File: src/rtl/mips_muldiv_pkg.sv
// Shared definitions for the mips_muldiv block.
// Contents:
//   op_e     - operation encoding driven on the op input
//   state_e  - sequencer states IDLE / RUN / FIX
//   WIDTH    - datapath width
//   ITER     - number of shift iterations per operation
//   op_is_div / op_is_signed - decode helpers for an op value
package mips_muldiv_pkg;

    localparam int WIDTH = 32;
    localparam int ITER  = 32;

    typedef enum logic [1:0] {
        OP_MULT  = 2'b00,
        OP_MULTU = 2'b01,
        OP_DIV   = 2'b10,
        OP_DIVU  = 2'b11
    } op_e;

    typedef enum logic [1:0] {
        IDLE = 2'd0,
        RUN  = 2'd1,
        FIX  = 2'd2
    } state_e;

    function automatic logic op_is_div(input logic [1:0] op);
        return (op == OP_DIV) || (op == OP_DIVU);
    endfunction

    function automatic logic op_is_signed(input logic [1:0] op);
        return (op == OP_MULT) || (op == OP_DIV);
    endfunction

endpackage

File: src/rtl/mips_muldiv_if.sv
// Bus bundle between the datapath/control unit and the mul/div unit.
// Signals:
//   start, op, a, b      - operation launch and operands
//   hi_we, lo_we, wdata  - MTHI / MTLO writes
//   hi, lo               - architectural HI / LO
//   busy, done, div_zero - status back to control
// Modports: master (datapath side), slave (mul/div unit).
interface mips_muldiv_if #(
    parameter int WIDTH = 32
);
    logic             start;
    logic [1:0]       op;
    logic [WIDTH-1:0] a;
    logic [WIDTH-1:0] b;
    logic             hi_we;
    logic             lo_we;
    logic [WIDTH-1:0] wdata;
    logic [WIDTH-1:0] hi;
    logic [WIDTH-1:0] lo;
    logic             busy;
    logic             done;
    logic             div_zero;

    modport master (
        output start, op, a, b, hi_we, lo_we, wdata,
        input  hi, lo, busy, done, div_zero
    );

    modport slave (
        input  start, op, a, b, hi_we, lo_we, wdata,
        output hi, lo, busy, done, div_zero
    );
endinterface

File: src/rtl/mips_muldiv_iter.sv
// One combinational iteration of the shift-add multiplier or the
// restoring shift-subtract divider.
// Ports:
//   mode_div_i - 0: multiply step, 1: divide step
//   acc_i      - upper half of the working register (partial product / remainder)
//   in_bit_i   - multiply: current multiplier LSB; divide: next dividend MSB
//   opnd_i     - multiplicand / divisor
//   acc_o      - next upper half
//   q_bit_o    - multiply: bit shifted into the lower half; divide: quotient bit
module muldiv_iter #(
    parameter int WIDTH = 32
) (
    input  logic             mode_div_i,
    input  logic [WIDTH-1:0] acc_i,
    input  logic             in_bit_i,
    input  logic [WIDTH-1:0] opnd_i,
    output logic [WIDTH-1:0] acc_o,
    output logic             q_bit_o
);
    logic [WIDTH:0] sum;
    logic [WIDTH:0] shifted;
    logic [WIDTH:0] diff;

    always_comb begin
        sum     = {1'b0, acc_i} + (in_bit_i ? {1'b0, opnd_i} : '0);
        shifted = {acc_i, in_bit_i};
        // Remainder is always below the divisor, so the MSB of diff is a
        // true borrow flag: set exactly when shifted < divisor.
        diff    = shifted - {1'b0, opnd_i};
        acc_o   = sum[WIDTH:1];
        q_bit_o = sum[0];
        if (mode_div_i) begin
            if (!diff[WIDTH]) begin
                acc_o   = diff[WIDTH-1:0];
                q_bit_o = 1'b1;
            end else begin
                acc_o   = shifted[WIDTH-1:0];
                q_bit_o = 1'b0;
            end
        end
    end
endmodule

File: src/rtl/mips_muldiv.sv
// Multi-cycle MULT/MULTU/DIV/DIVU unit with architectural HI/LO.
// Ports:
//   clk   - rising-edge clock
//   rst_n - synchronous active-low reset
//   bus   - mips_muldiv_if.slave (operation launch, MTHI/MTLO, HI/LO, status)
//
// state | meaning
// ------+-----------------------------------------------------------
// IDLE  | waiting for start; MTHI/MTLO accepted when start=0
// RUN   | one shift iteration per cycle, WIDTH iterations
// FIX   | sign/zero fix-up, write HI/LO, pulse done
module mips_muldiv #(
    parameter int WIDTH = 32,
    parameter int CNT_W = 6
) (
    input  logic          clk,
    input  logic          rst_n,
    mips_muldiv_if.slave  bus
);
    import mips_muldiv_pkg::*;

    state_e             state_q, state_d;
    logic [CNT_W-1:0]   cnt_q, cnt_d;
    logic [WIDTH-1:0]   acc_hi_q, acc_hi_d;
    logic [WIDTH-1:0]   acc_lo_q, acc_lo_d;
    logic [WIDTH-1:0]   opnd_q, opnd_d;
    logic [WIDTH-1:0]   a_raw_q, a_raw_d;
    logic [WIDTH-1:0]   hi_q, hi_d;
    logic [WIDTH-1:0]   lo_q, lo_d;
    logic               is_div_q, is_div_d;
    logic               neg_q, neg_d;
    logic               sign_a_q, sign_a_d;
    logic               b_zero_q, b_zero_d;
    logic               done_q, done_d;
    logic               div_zero_q, div_zero_d;

    logic               start_div, start_signed;
    logic               sa, sb;
    logic [WIDTH-1:0]   a_mag, b_mag;
    logic               iter_in_bit;
    logic [WIDTH-1:0]   iter_acc;
    logic               iter_q_bit;
    logic [2*WIDTH-1:0] prod_fix;
    logic [WIDTH-1:0]   quo_fix, rem_fix;

    localparam logic [CNT_W-1:0] CNT_LAST = CNT_W'(WIDTH - 1);

    assign start_div    = op_is_div(bus.op);
    assign start_signed = op_is_signed(bus.op);
    assign sa           = start_signed & bus.a[WIDTH-1];
    assign sb           = start_signed & bus.b[WIDTH-1];
    assign a_mag        = sa ? -bus.a : bus.a;
    assign b_mag        = sb ? -bus.b : bus.b;

    // Multiply walks the multiplier LSB-first; divide feeds dividend MSB-first.
    assign iter_in_bit  = is_div_q ? acc_lo_q[WIDTH-1] : acc_lo_q[0];

    muldiv_iter #(.WIDTH(WIDTH)) u_iter (
        .mode_div_i (is_div_q),
        .acc_i      (acc_hi_q),
        .in_bit_i   (iter_in_bit),
        .opnd_i     (opnd_q),
        .acc_o      (iter_acc),
        .q_bit_o    (iter_q_bit)
    );

    assign prod_fix = neg_q    ? -{acc_hi_q, acc_lo_q} : {acc_hi_q, acc_lo_q};
    assign quo_fix  = neg_q    ? -acc_lo_q : acc_lo_q;
    assign rem_fix  = sign_a_q ? -acc_hi_q : acc_hi_q;

    always_comb begin
        state_d    = state_q;
        cnt_d      = cnt_q;
        acc_hi_d   = acc_hi_q;
        acc_lo_d   = acc_lo_q;
        opnd_d     = opnd_q;
        a_raw_d    = a_raw_q;
        hi_d       = hi_q;
        lo_d       = lo_q;
        is_div_d   = is_div_q;
        neg_d      = neg_q;
        sign_a_d   = sign_a_q;
        b_zero_d   = b_zero_q;
        done_d     = 1'b0;
        div_zero_d = div_zero_q;

        case (state_q)
            IDLE: begin
                if (bus.start) begin
                    is_div_d   = start_div;
                    neg_d      = sa ^ sb;
                    sign_a_d   = sa;
                    b_zero_d   = (bus.b == '0);
                    a_raw_d    = bus.a;
                    acc_hi_d   = '0;
                    // Multiply: multiplier in the low half, multiplicand as operand.
                    // Divide: dividend in the low half, divisor as operand.
                    acc_lo_d   = start_div ? a_mag : b_mag;
                    opnd_d     = start_div ? b_mag : a_mag;
                    cnt_d      = '0;
                    div_zero_d = 1'b0;
                    state_d    = RUN;
                end else begin
                    if (bus.hi_we) hi_d = bus.wdata;
                    if (bus.lo_we) lo_d = bus.wdata;
                end
            end
            RUN: begin
                acc_hi_d = iter_acc;
                acc_lo_d = is_div_q ? {acc_lo_q[WIDTH-2:0], iter_q_bit}
                                    : {iter_q_bit, acc_lo_q[WIDTH-1:1]};
                cnt_d    = cnt_q + CNT_W'(1);
                if (cnt_q == CNT_LAST) state_d = FIX;
            end
            FIX: begin
                if (!is_div_q) begin
                    {hi_d, lo_d} = prod_fix;
                end else if (b_zero_q) begin
                    hi_d = a_raw_q;
                    lo_d = '1;
                end else begin
                    hi_d = rem_fix;
                    lo_d = quo_fix;
                end
                div_zero_d = is_div_q & b_zero_q;
                done_d     = 1'b1;
                state_d    = IDLE;
            end
            default: state_d = IDLE;
        endcase
    end

    always_ff @(posedge clk) begin
        if (!rst_n) begin
            state_q    <= IDLE;
            cnt_q      <= '0;
            acc_hi_q   <= '0;
            acc_lo_q   <= '0;
            opnd_q     <= '0;
            a_raw_q    <= '0;
            hi_q       <= '0;
            lo_q       <= '0;
            is_div_q   <= 1'b0;
            neg_q      <= 1'b0;
            sign_a_q   <= 1'b0;
            b_zero_q   <= 1'b0;
            done_q     <= 1'b0;
            div_zero_q <= 1'b0;
        end else begin
            state_q    <= state_d;
            cnt_q      <= cnt_d;
            acc_hi_q   <= acc_hi_d;
            acc_lo_q   <= acc_lo_d;
            opnd_q     <= opnd_d;
            a_raw_q    <= a_raw_d;
            hi_q       <= hi_d;
            lo_q       <= lo_d;
            is_div_q   <= is_div_d;
            neg_q      <= neg_d;
            sign_a_q   <= sign_a_d;
            b_zero_q   <= b_zero_d;
            done_q     <= done_d;
            div_zero_q <= div_zero_d;
        end
    end

    assign bus.hi       = hi_q;
    assign bus.lo       = lo_q;
    assign bus.busy     = (state_q != IDLE);
    assign bus.done     = done_q;
    assign bus.div_zero = div_zero_q;

endmodule

File: src/flat_wrapper.sv
// flat-port wrapper written by rule: the top's interface ports become plain ports
module mips_muldiv_flat import mips_muldiv_pkg::*;
#(
    parameter int WIDTH = 32,
    parameter int CNT_W = 6
)
  (clk, rst_n, bus_start, bus_op, bus_a, bus_b, bus_hi_we, bus_lo_we, bus_wdata, bus_hi, bus_lo, bus_busy, bus_done, bus_div_zero);
  mips_muldiv_if #(.WIDTH(WIDTH)) bus_i ();
  input  logic clk;
  input  logic rst_n;
  input wire logic [$bits(bus_i.start)-1:0] bus_start;
  input wire logic [$bits(bus_i.op)-1:0] bus_op;
  input wire logic [$bits(bus_i.a)-1:0] bus_a;
  input wire logic [$bits(bus_i.b)-1:0] bus_b;
  input wire logic [$bits(bus_i.hi_we)-1:0] bus_hi_we;
  input wire logic [$bits(bus_i.lo_we)-1:0] bus_lo_we;
  input wire logic [$bits(bus_i.wdata)-1:0] bus_wdata;
  output wire logic [$bits(bus_i.hi)-1:0] bus_hi;
  output wire logic [$bits(bus_i.lo)-1:0] bus_lo;
  output wire logic [$bits(bus_i.busy)-1:0] bus_busy;
  output wire logic [$bits(bus_i.done)-1:0] bus_done;
  output wire logic [$bits(bus_i.div_zero)-1:0] bus_div_zero;
  assign bus_i.start = bus_start;
  assign bus_i.op = bus_op;
  assign bus_i.a = bus_a;
  assign bus_i.b = bus_b;
  assign bus_i.hi_we = bus_hi_we;
  assign bus_i.lo_we = bus_lo_we;
  assign bus_i.wdata = bus_wdata;
  assign bus_hi = bus_i.hi;
  assign bus_lo = bus_i.lo;
  assign bus_busy = bus_i.busy;
  assign bus_done = bus_i.done;
  assign bus_div_zero = bus_i.div_zero;
  mips_muldiv #(.WIDTH(WIDTH), .CNT_W(CNT_W)) u_core (.clk(clk), .rst_n(rst_n), .bus(bus_i));
endmodule
File: config.mk
export PLATFORM = sky130hd
export DESIGN_NAME = mips_muldiv_flat
export DESIGN_NICKNAME = d
export VERILOG_FILES = /design/src/rtl/mips_muldiv_pkg.sv /design/src/rtl/mips_muldiv_if.sv /design/src/rtl/mips_muldiv_iter.sv /design/src/rtl/mips_muldiv.sv /design/src/flat_wrapper.sv
export SDC_FILE = /design/constraint.sdc
export NUM_CORES = 1
export LEC_CHECK = 0
export BUFFER_PORTS_ARGS = -buffer_cell sky130_fd_sc_hd__buf_4
export CORE_MARGIN = 2
export CORE_UTILIZATION = 40
export CTS_CLUSTER_SIZE = 24
export DETAILED_ROUTE_END_ITERATION = 6
export HOLD_SLACK_MARGIN = 0.03
export SLEW_MARGIN = 20
export SYNTH_ARGS = -nofsm -noshare
export SYNTH_HDL_FRONTEND = slang
export SYNTH_SLANG_ARGS = --single-unit
File: constraint.sdc
create_clock -name clk -period 13.2 [get_ports clk]
set_input_delay 1.98 -clock clk [delete_from_list [all_inputs] [get_ports clk]]
set_output_delay 1.98 -clock clk [all_outputs]
set_load 0.01 [all_outputs]
Word-level counts from Yosys, hierarchy flattened:

Index checks and enable logic that the tools add are counted.
W data, S select, Z words.

* output and inout bits: 67
* memories kept: 0
* flip-flop bits (word level): 206
* input bits: 103
* memory bits (read-only): 0
* latch bits: 0
* word-level logic and storage cells: 86
* RAM bits: 0

* reduce and logical (&&, ||, !) cells: 14
* div/mod/pow operators: 0
* add/sub/neg operators: 8
* $mul: 0
* order comparisons: 0
* mux-type cells: 36
* eq/ne operators: 10
* shift-type cells: 0
* bitwise logic cells: 4

Operators by type and width (number)
* $mux W32: 20
* $pmux W32 S2: 4
* $neg A32 Y32: 4
* $mux W64: 1
* $neg A64 Y64: 1
* $add A32 B33 Y33: 1
* $sub A33 B32 Y33: 1
* $logic_not A32 Y1: 1
* $pmux W6 S2: 1
* $ne A2 B2 Y1 const B: 4
* $reduce_and A2 Y1: 4
* $add A6 B1 Y6 const B: 1
* $eq A2 B2 Y1 const B: 3
* $eq A6 B5 Y1 const B: 1
* $mux W6: 1
* $reduce_and A3 Y1: 2
* $reduce_bool A2 Y1: 3
* $mux W1: 5
* $logic_not A2 Y1: 2
* $mux W2: 2
* $pmux W2 S2: 1
* $and A1 B1 Y1: 3
* $eq A2 B1 Y1 const B: 1
* $logic_or A1 B1 Y1: 2
* other kinds (3): 3

Longest topological paths before layout:

Gate-level depths: netlist (run 1).

* depth after elaboration: 7
* gate-level depth with buffers: 18
* mapped depth without buffers: 16

Hierarchy:

Synthesis (run 1) repeated with hierarchy kept, for this count alone.

* cells, all modules: 2321
* area total of the unflattened synthesis: 17270.3 um2

Modules (own cells, without submodules)
* mips_muldiv: cells each 1647, instances 1, sequential area each 4124.0 um2, area an instance 12883.6 um2
* muldiv_iter: cells each 674, instances 1, sequential area each 0.0 um2, area an instance 4386.7 um2

Worst setup path after synthesis (run 1):

No wires, ideal clock.

* path type: input to register
* start point: input bus_b[10]
* end point: register u_core.opnd_q[28]
* data required time: 13085 ps
* cell stages on the path: 10
* setup time: 115 ps
* buffers on the path: 0
* slack: 8817 ps
* arrival time: 4268 ps
* path through: or4_1 nor3_2 nand2_1 or4_1 o41ai_1 xnor2_1 nand2_1 o21ai_0 mux2_2 and2_1

* longest elaborated chain between the ends: 3

Ends and longest elaborated chain
* start, declared: RTL line flat_wrapper.sv:14 `input wire logic [$bits(bus_i.b)-1:0] bus_b;`
* $neg A32 Y32: RTL line mips_muldiv.sv:53 `assign b_mag = sb ? -bus.b : bus.b;`
* $mux W32: RTL line mips_muldiv.sv:53
* $mux W32: RTL line mips_muldiv.sv:99 `opnd_d = start_div ? b_mag : a_mag;`
* end signal, assigned: RTL line mips_muldiv.sv:154 `opnd_q <= opnd_d;`
* end, declared: RTL line mips_muldiv.sv:26 `logic [WIDTH-1:0] opnd_q, opnd_d;`

Every way passes these cells.
A chain may end at the register's enable or synchronous reset.

Worst setup path after layout (run 1):

* start point: register u_core.is_div_q
* end point: register u_core.acc_hi_q[19]

* longest elaborated chain between the ends: 5
* elaborated cells between the ends (all ways): 7
* classes of those cells: add/sub (2); mux (5)

Ends and longest elaborated chain
* start, declared: RTL line mips_muldiv.sv:30 `logic is_div_q, is_div_d;`
* start signal, assigned: RTL line mips_muldiv.sv:158 `is_div_q <= is_div_d;`
* $mux W1: RTL line mips_muldiv.sv:56 `assign iter_in_bit = is_div_q ? acc_lo_q[WIDTH-1] : acc_lo_q[0];`
* $mux W32 or $sub A33 B32 Y33 (tied branches): RTL line mips_muldiv_iter.sv:25, mips_muldiv_iter.sv:29
* $add A32 B33 Y33 or $mux W32 (tied branches): RTL line mips_muldiv_iter.sv:25, mips_muldiv_iter.sv:33
* $mux W32 (*): RTL line mips_muldiv_iter.sv:32 `if (mode_div_i) begin`
* $pmux W32 S2 (*): RTL line mips_muldiv.sv:87 `case (state_q)`
* end signal, assigned: RTL line mips_muldiv.sv:152 `acc_hi_q <= acc_hi_d;`
* end, declared: RTL line mips_muldiv.sv:24 `logic [WIDTH-1:0] acc_hi_q, acc_hi_d;`

Every way passes the cells marked *; elsewhere a longest branch is shown, timed or not.

==> run summary, run 1 <==
• **period utilisation layout** 0.387
• **cell internal power dissipation** 1.22 mW
• **Die Width** 208 µm
• **biggest area contributors in the synthesized netlist** sky130_fd_sc_hd__dfxtp_1 25%, sky130_fd_sc_hd__nand2_1 6.7%, sky130_fd_sc_hd__a21oi_1 6.5%
• **Place WS** 8.19 ns
• **relative slew slack** 0.401
• **fraction of layout instances using a drive strength above 1** 0.125
• **portion of total power attributed to sequential cells** 0.381
• **critical setup path kind** flop to flop
• **register bit total from synthesis** 206
• **unrepaired setup endpoints after global routing** false
• **total via count in the routed design** 17500
• **static leakage power** 7.45 nW
• **pin slew with the least headroom to its limit** 0.895 ns
• **dominant cell type by area after synthesis** sky130_fd_sc_hd__dfxtp_1
• **setup violation total in the final timing report** 0
• **Peak supply drop** 86.7 µV
• **post-route cell area** 18800 µm²
• **Core ar.** 40800 µm²
• **area occupied by multi-input gates** 11600 µm²
• **areal power density over the cells** 99.1 nW/µm²
• **wirelength, routed** 65.9 mm
• **area fraction of the dominant cell type after synthesis** 0.249
• **number of port buffers** 169
• **part of the power in the clock network** 0.354
• **number of nets produced by synthesis** 2467
• **count of flip-flops with a built-in enable after synthesis** 0
• **Min Clock Period, post-route** 5.11 ns
• **global-route wire length before repair** 99.2 mm
• **via count of the first global-routing pass** 16000
• **number of post-CTS setup repair buffers** 0
• **synthesis warning total** 0
• **final RePlAce weighted congestion** 0.974
• **cells resized by post-CTS repair** 0
• **power after layout** 1.86 mW
• **maxcap violations** 0
• **number of antenna violations at the first check in global routing** 2
• **clk_lat worst skew** 0.55 ns
• **Max Freq** 196 MHz
• **top fanout value on the critical path** 33
• **result of the run** completed
• **switching share of power** 0.348
• **clock tree from TritonCTS** yes
• **worst clock skew on the final layout** 0.0146 ns
• **number of levels the H-tree was split into** 1
• **I/O pin cnt** 170
• **launching element type of the critical path** flop
• **cell count after placement** 2841
• **fin cells** 2887
• **drc violations** 0
• **commonest register cell after synthesis** sky130_fd_sc_hd__dfxtp_1
• **total net switching power** 0.648 mW
• **layout filler cell count** 4178
• **die outline height** 208 µm
• **detailed router's first-iteration violation count** 2067
• **DR pass1 iterations** 7
• **top cells by count, synth** 298 x sky130_fd_sc_hd__nand2_1, 219 x sky130_fd_sc_hd__nor2_1, 215 x sky130_fd_sc_hd__a21oi_1, 213 x sky130_fd_sc_hd__o21ai_0, 206 x sky130_fd_sc_hd__dfxtp_1
• **placed wire-length estimate after detailed placement** 49.5 mm
• **signed area change from the synthesized netlist to the final layout** 13.4%
• **worst hold slack across all endpoints** 0.451 ns
• **average instance area after synthesis** 7.23 µm²
• **Total Neg Setup Slack** 0 ns
• **Inserted Clock Buffers** 25
• **via count normalized by instance count** 6.07
• **area of all sequential standard cells** 4130 µm²
• **remaining global-route overflow** 0
• **data arrival time at the worst-slack endpoint** 5.55 ns
• **crit path capture type** flop
• **maximum number of pins on one net before global-route repair** 75
• **Placement Cell Area** 18000 µm²
• **worst path required time** 13.64 ns
• **initial core utilization** 0.406
• **routed length per placed instance** 22.8 µm
• **Clock Tree Root** sky130_fd_sc_hd__clkbuf_16
• **CTS sink count** 206
• **Cell Area, Synth** 16600 µm²
• **async set or reset register ratio after synthesis** 0
• **class of the tightest hold or removal check** flop to flop
• **NumNets Final** 2511
• **cell with the most instances after synthesis** sky130_fd_sc_hd__nand2_1
• **cell count after synthesis** 2292
• **post-CTS clock slew at the launch and capture registers of the worst setup and hold paths** 0.06 ns
• **combined global-route utilization of all metal layers** 0.292
• **logic gate share of total power** 0.265
• **buffer depth of the longest clock path** 3
• **cts hold-fix bufs** 0
• **final setup margin** 8.09 ns
• **final core utilization** 0.461
• **post-detailed-route count of antenna-violating nets** 0
• **part of the Yosys area used for sequential elements** 0.249
• **die area** 43100 µm²
• **final number of max-transition violations** 0
• **number of standard-cell rows in the floorplan** 74
• **Fin. Hold Viols** 0
• **number of distinct standard cells referenced by the synthesized netlist** 78
## power by group through the flow
stage	Sequential, mW	Clock (mW)	Combinational [mW]
after floorplan	0.700	0	0.323
after detailed placement	0.721	0	0.482
after CTS	0.707	0.668	0.484
after global placement	0.720	0	0.480
final	0.710	0.659	0.494
after global routing	0.713	0.692	0.533
## sequential cells by signal, indices dropped and copies added, names as in the netlist, 2 cells and up
signal and count:
u_core.bus.lo 32, u_core.bus.hi 32, u_core.acc_lo_q 32, u_core.acc_hi_q 32, u_core.state_q 2, u_core.a_raw_q 32, u_core.opnd_q 32, u_core.cnt_q 6
## worst paths after layout
path / end / from / slack, ns / cells after the start
max: u_core.acc_hi_q[19] / u_core.is_div_q / 8.09 / 15
max reg2reg: u_core.acc_hi_q[19] / u_core.is_div_q / 8.09 / 15
min reg2reg: u_core.opnd_q[9] / u_core.opnd_q[9] / 0.45 / 2
min: u_core.opnd_q[9] / u_core.opnd_q[9] / 0.45 / 2
## cells in the final DEF, fill, tap and decap left out, types with 32 or more instances in the layout
cell type                  netlist  final
sky130_fd_sc_hd__o21ai_0       213    213
sky130_fd_sc_hd__a31oi_1        38     38
sky130_fd_sc_hd__nor2_1        219    215
sky130_fd_sc_hd__nor3_1         32     32
sky130_fd_sc_hd__dfxtp_1       206    203
sky130_fd_sc_hd__xnor2_1       102    101
sky130_fd_sc_hd__a21o_1         34     34
sky130_fd_sc_hd__ha_1           70     70
sky130_fd_sc_hd__nand3_1        32     32
sky130_fd_sc_hd__buf_4           1    194
sky130_fd_sc_hd__a21oi_1       215    215
sky130_fd_sc_hd__o211ai_1       45     45
sky130_fd_sc_hd__nand2_1       298    298
sky130_fd_sc_hd__mux2i_1        66     65
sky130_fd_sc_hd__a211oi_1       36     35
sky130_fd_sc_hd__xor2_1        101    101
sky130_fd_sc_hd__inv_1          61     60
## per-layer routing
layer	wire length [µm]	up-vias	GRT usage
li1	-	8264	-
met3	5370	106	0.0461
met1	29900	8355	0.422
met2	28500	789	0.443
met5	0	-	0
met4	2180	0	0.0919
## cell families after synthesis
group / Yosys count / synth area share
simple gates: 755 / 0.209
compound gates: 743 / 0.277
buf+inv: 239 / 0.0571
flops: 206 / 0.249
xor+xnor: 203 / 0.107
mux: 74 / 0.0453
fa+ha+maj: 72 / 0.0552
## final cells by class
class                           instances  share of cell area
Timing Repair Buffer                  194              0.0774
Clock inverter                         10             0.00333
Inverter                               62              0.0124
Clock buffer                           35              0.0369
Tap cell                              532              0.0354
Sequential cell                       206               0.220
Multi-Input combinational cell       1847               0.615
Antenna cell                            1            0.000133
## critical path, stage by stage (launching register included)
cell                        delay, ns
sky130_fd_sc_hd__dfxtp_4         0.69
sky130_fd_sc_hd__mux2i_2         0.12
sky130_fd_sc_hd__buf_4           0.26
sky130_fd_sc_hd__ha_1            0.26
sky130_fd_sc_hd__fa_1            0.38
sky130_fd_sc_hd__nand2b_1        0.21
sky130_fd_sc_hd__a2111oi_1       0.63
sky130_fd_sc_hd__nor4b_1         0.15
sky130_fd_sc_hd__nor3_2          0.38
sky130_fd_sc_hd__a31oi_1         0.20
sky130_fd_sc_hd__xnor2_2         0.44
sky130_fd_sc_hd__buf_4           0.47
sky130_fd_sc_hd__mux2_2          0.38
sky130_fd_sc_hd__nand2_1         0.06
sky130_fd_sc_hd__o21ai_0         0.09
sky130_fd_sc_hd__a22o_1          0.22
Power figures use the tool's default switching activity.
==> run 2, diff against run 1 <==
Clock period 13.2 ns to 5.1 ns, I/O delays scaled along.
==> run 2 against run 1 <==
Compared with the run above: critical path depth unchanged; sequential power grew to 2.6 times the previous value; utilization up 0.46 points; worst setup slack worse by 7.3 ns; worst hold slack improved by 0.0037 ns; largest power group is now the clock network; count of clock-buffer cells in the layout is 2 higher; register-to-register slack got worse by 7.3 ns; clock skew increased by 0.016 ns; routed wire length up 1.6%; clock power grew to 2.9 times the previous value.
==> run summary, run 2 (synthesis gave the netlist of run 1 again) <==
• **result of the run** completed
• **buffer depth of the longest clock path** 3
• **launching element type of the critical path** flop
• **I/O pin cnt** 170
• **Core ar.** 40800 µm²
• **n_diodes** 0
• **cells resized by post-CTS repair** 0
• **post-CTS clock slew at the launch and capture registers of the worst setup and hold paths** 0.06 ns
• **areal power density over the cells** 267 nW/µm²
• **die outline height** 208 µm
• **number of post-CTS setup repair buffers** 0
• **via count normalized by instance count** 6.08
• **final RePlAce weighted congestion** 0.949
• **number of port buffers** 169
• **static leakage power** 7.56 nW
• **met3 routed wirelength** 5.43 mm
• **Inserted Clock Buffers** 26
• **initial core utilization** 0.406
• **worst clock skew on the final layout** 0.0307 ns
• **unrepaired setup endpoints after global routing** false
• **Die Width** 208 µm
• **DR pass1 iterations** 6
• **global-route wire length before repair** 101 mm
• **post-detailed-route count of antenna-violating nets** 0
• **maximum number of pins on one net before global-route repair** 78
• **worst hold path depth** 2
• **remaining global-route overflow** 0
• **final number of max-transition violations** 0
• **combined global-route utilization of all metal layers** 0.298
• **Total Neg Setup Slack** 0 ns
• **critical setup path kind** flop to flop
• **clock tree from TritonCTS** yes
• **Fin. Hold Viols** 0
• **Place WS** 0.866 ns
• **fraction of layout instances using a drive strength above 1** 0.129
• **signed area change from the synthesized netlist to the final layout** 14.6%
• **power after layout** 5.07 mW
• **setup violation total in the final timing report** 0
• **via count of the first global-routing pass** 16200
• **Max Freq** 233 MHz
• **data arrival time at the worst-slack endpoint** 4.71 ns
• **placed wire-length estimate after detailed placement** 50.9 mm
• **relative slew slack** 0.321
• **commonest cells after routing, fill and taps aside** 298 x sky130_fd_sc_hd__nand2_1, 215 x sky130_fd_sc_hd__nor2_1, 215 x sky130_fd_sc_hd__a21oi_1
• **routed length per placed instance** 23.1 µm
• **number of levels the H-tree was split into** 1
• **number of standard-cell rows in the floorplan** 74
• **detailed router's first-iteration violation count** 2012
• **number of antenna violations at the first check in global routing** 1
• **top fanout value on the critical path** 27
• **maxcap violations** 0
• **drc violations** 0
• **NumNets Final** 2519
• **detailed-routing wirelength on met1** 29.8 mm
• **pin slew with the least headroom to its limit** 1.02 ns
• **crit path capture type** flop
• **CTS sink count** 206
• **die area** 43100 µm²
• **cts hold-fix bufs** 0
• **worst path required time** 5.52 ns
• **Clock Tree Root** sky130_fd_sc_hd__clkbuf_16
• **Min Clock Period, post-route** 4.30 ns
• **total via count in the routed design** 17600
• **class of the tightest hold or removal check** flop to flop
• **top layer used by detailed routing** met5
• **final setup margin** 0.805 ns
• **wirelength, routed** 66.9 mm
• **period utilisation layout** 0.842
• **clk_lat worst skew** 0.57 ns
• **metal2 WL** 29.4 mm
• **most frequent standard cell in the layout excluding fill and tap cells** sky130_fd_sc_hd__nand2_1
• **reg2reg path depth** 15
• **Peak supply drop** 206 µV
-- run 2: cell types whose count changed in the layout (fill, tap and decap cells not counted), moves of 2 or more --
cell and change:
sky130_fd_sc_hd__buf_4 +6, sky130_fd_sc_hd__clkbuf_1 -4, sky130_fd_sc_hd__clkbuf_16 +2, sky130_fd_sc_hd__clkbuf_8 +4, sky130_fd_sc_hd__bufinv_16 +2, sky130_fd_sc_hd__clkinvlp_4 -2
-- run 2: layer usage --
metal / vias up / global-route usage
li1: 8280 / -
met1: 8334 / 0.427
met2: 856 / 0.461
met3: 114 / 0.0402
met4: 2 / 0.0980
met5: - / 0
-- run 2: metrics by stage --
stage | instance area (µm²) | std cells | util | hold slack, ns
2_1_floorplan | 16600 | 2292 | - | 0.432
6_report | 19000 | 2893 | 0.465 | 0.455
3_3_place_gp | 18100 | 2848 | 0.444 | 0.440
3_5_place_dp | 18100 | 2848 | 0.444 | 0.452
4_1_cts | 19000 | 2893 | 0.465 | 0.459
5_1_grt | 19000 | 2893 | 0.465 | 0.475
-- run 2: final timing paths --
kind	from	slack (ns)	end
worst max-delay path	u_core.acc_lo_q[31]	0.80	u_core.acc_hi_q[5]
worst min-delay path	u_core.opnd_q[11]	0.45	u_core.opnd_q[11]
worst max register to register	u_core.acc_lo_q[31]	0.80	u_core.acc_hi_q[5]
worst min register to register	u_core.opnd_q[11]	0.45	u_core.opnd_q[11]
-- run 2: cell type report --
type,instances,area (µm²)
clock buffer,37,783
clock inverter,8,93.8
fill,4118,21800
inverter,62,234
multi-input combinational,1847,11600
sequential,206,4130
tap,532,666
timing repair buffer,201,1520
-- run 2: critical path, stage by stage, from the launching register on --
cell	delay [ns]
sky130_fd_sc_hd__dfxtp_1	0.50
sky130_fd_sc_hd__mux2i_2	0.15
sky130_fd_sc_hd__ha_1	0.23
sky130_fd_sc_hd__fa_1	0.38
sky130_fd_sc_hd__nand2b_1	0.23
sky130_fd_sc_hd__a2111oi_1	0.40
sky130_fd_sc_hd__buf_4	0.20
sky130_fd_sc_hd__nor4b_1	0.06
sky130_fd_sc_hd__nor3_2	0.36
sky130_fd_sc_hd__a31oi_1	0.22
sky130_fd_sc_hd__xnor2_2	0.62
sky130_fd_sc_hd__buf_12	0.29
sky130_fd_sc_hd__mux2i_1	0.20
sky130_fd_sc_hd__nand2_1	0.07
sky130_fd_sc_hd__o21ai_0	0.11
sky130_fd_sc_hd__o21ai_0	0.09
-- run 2: where the power goes --
group	leakage (nW)	internal [mW]	switching (mW)	total [mW]
combinational	5.43	0.498	0.813	1.31
clock	0.439	1.16	0.766	1.93
sequential	1.69	1.71	0.128	1.83
total	7.56	3.36	1.71	5.07
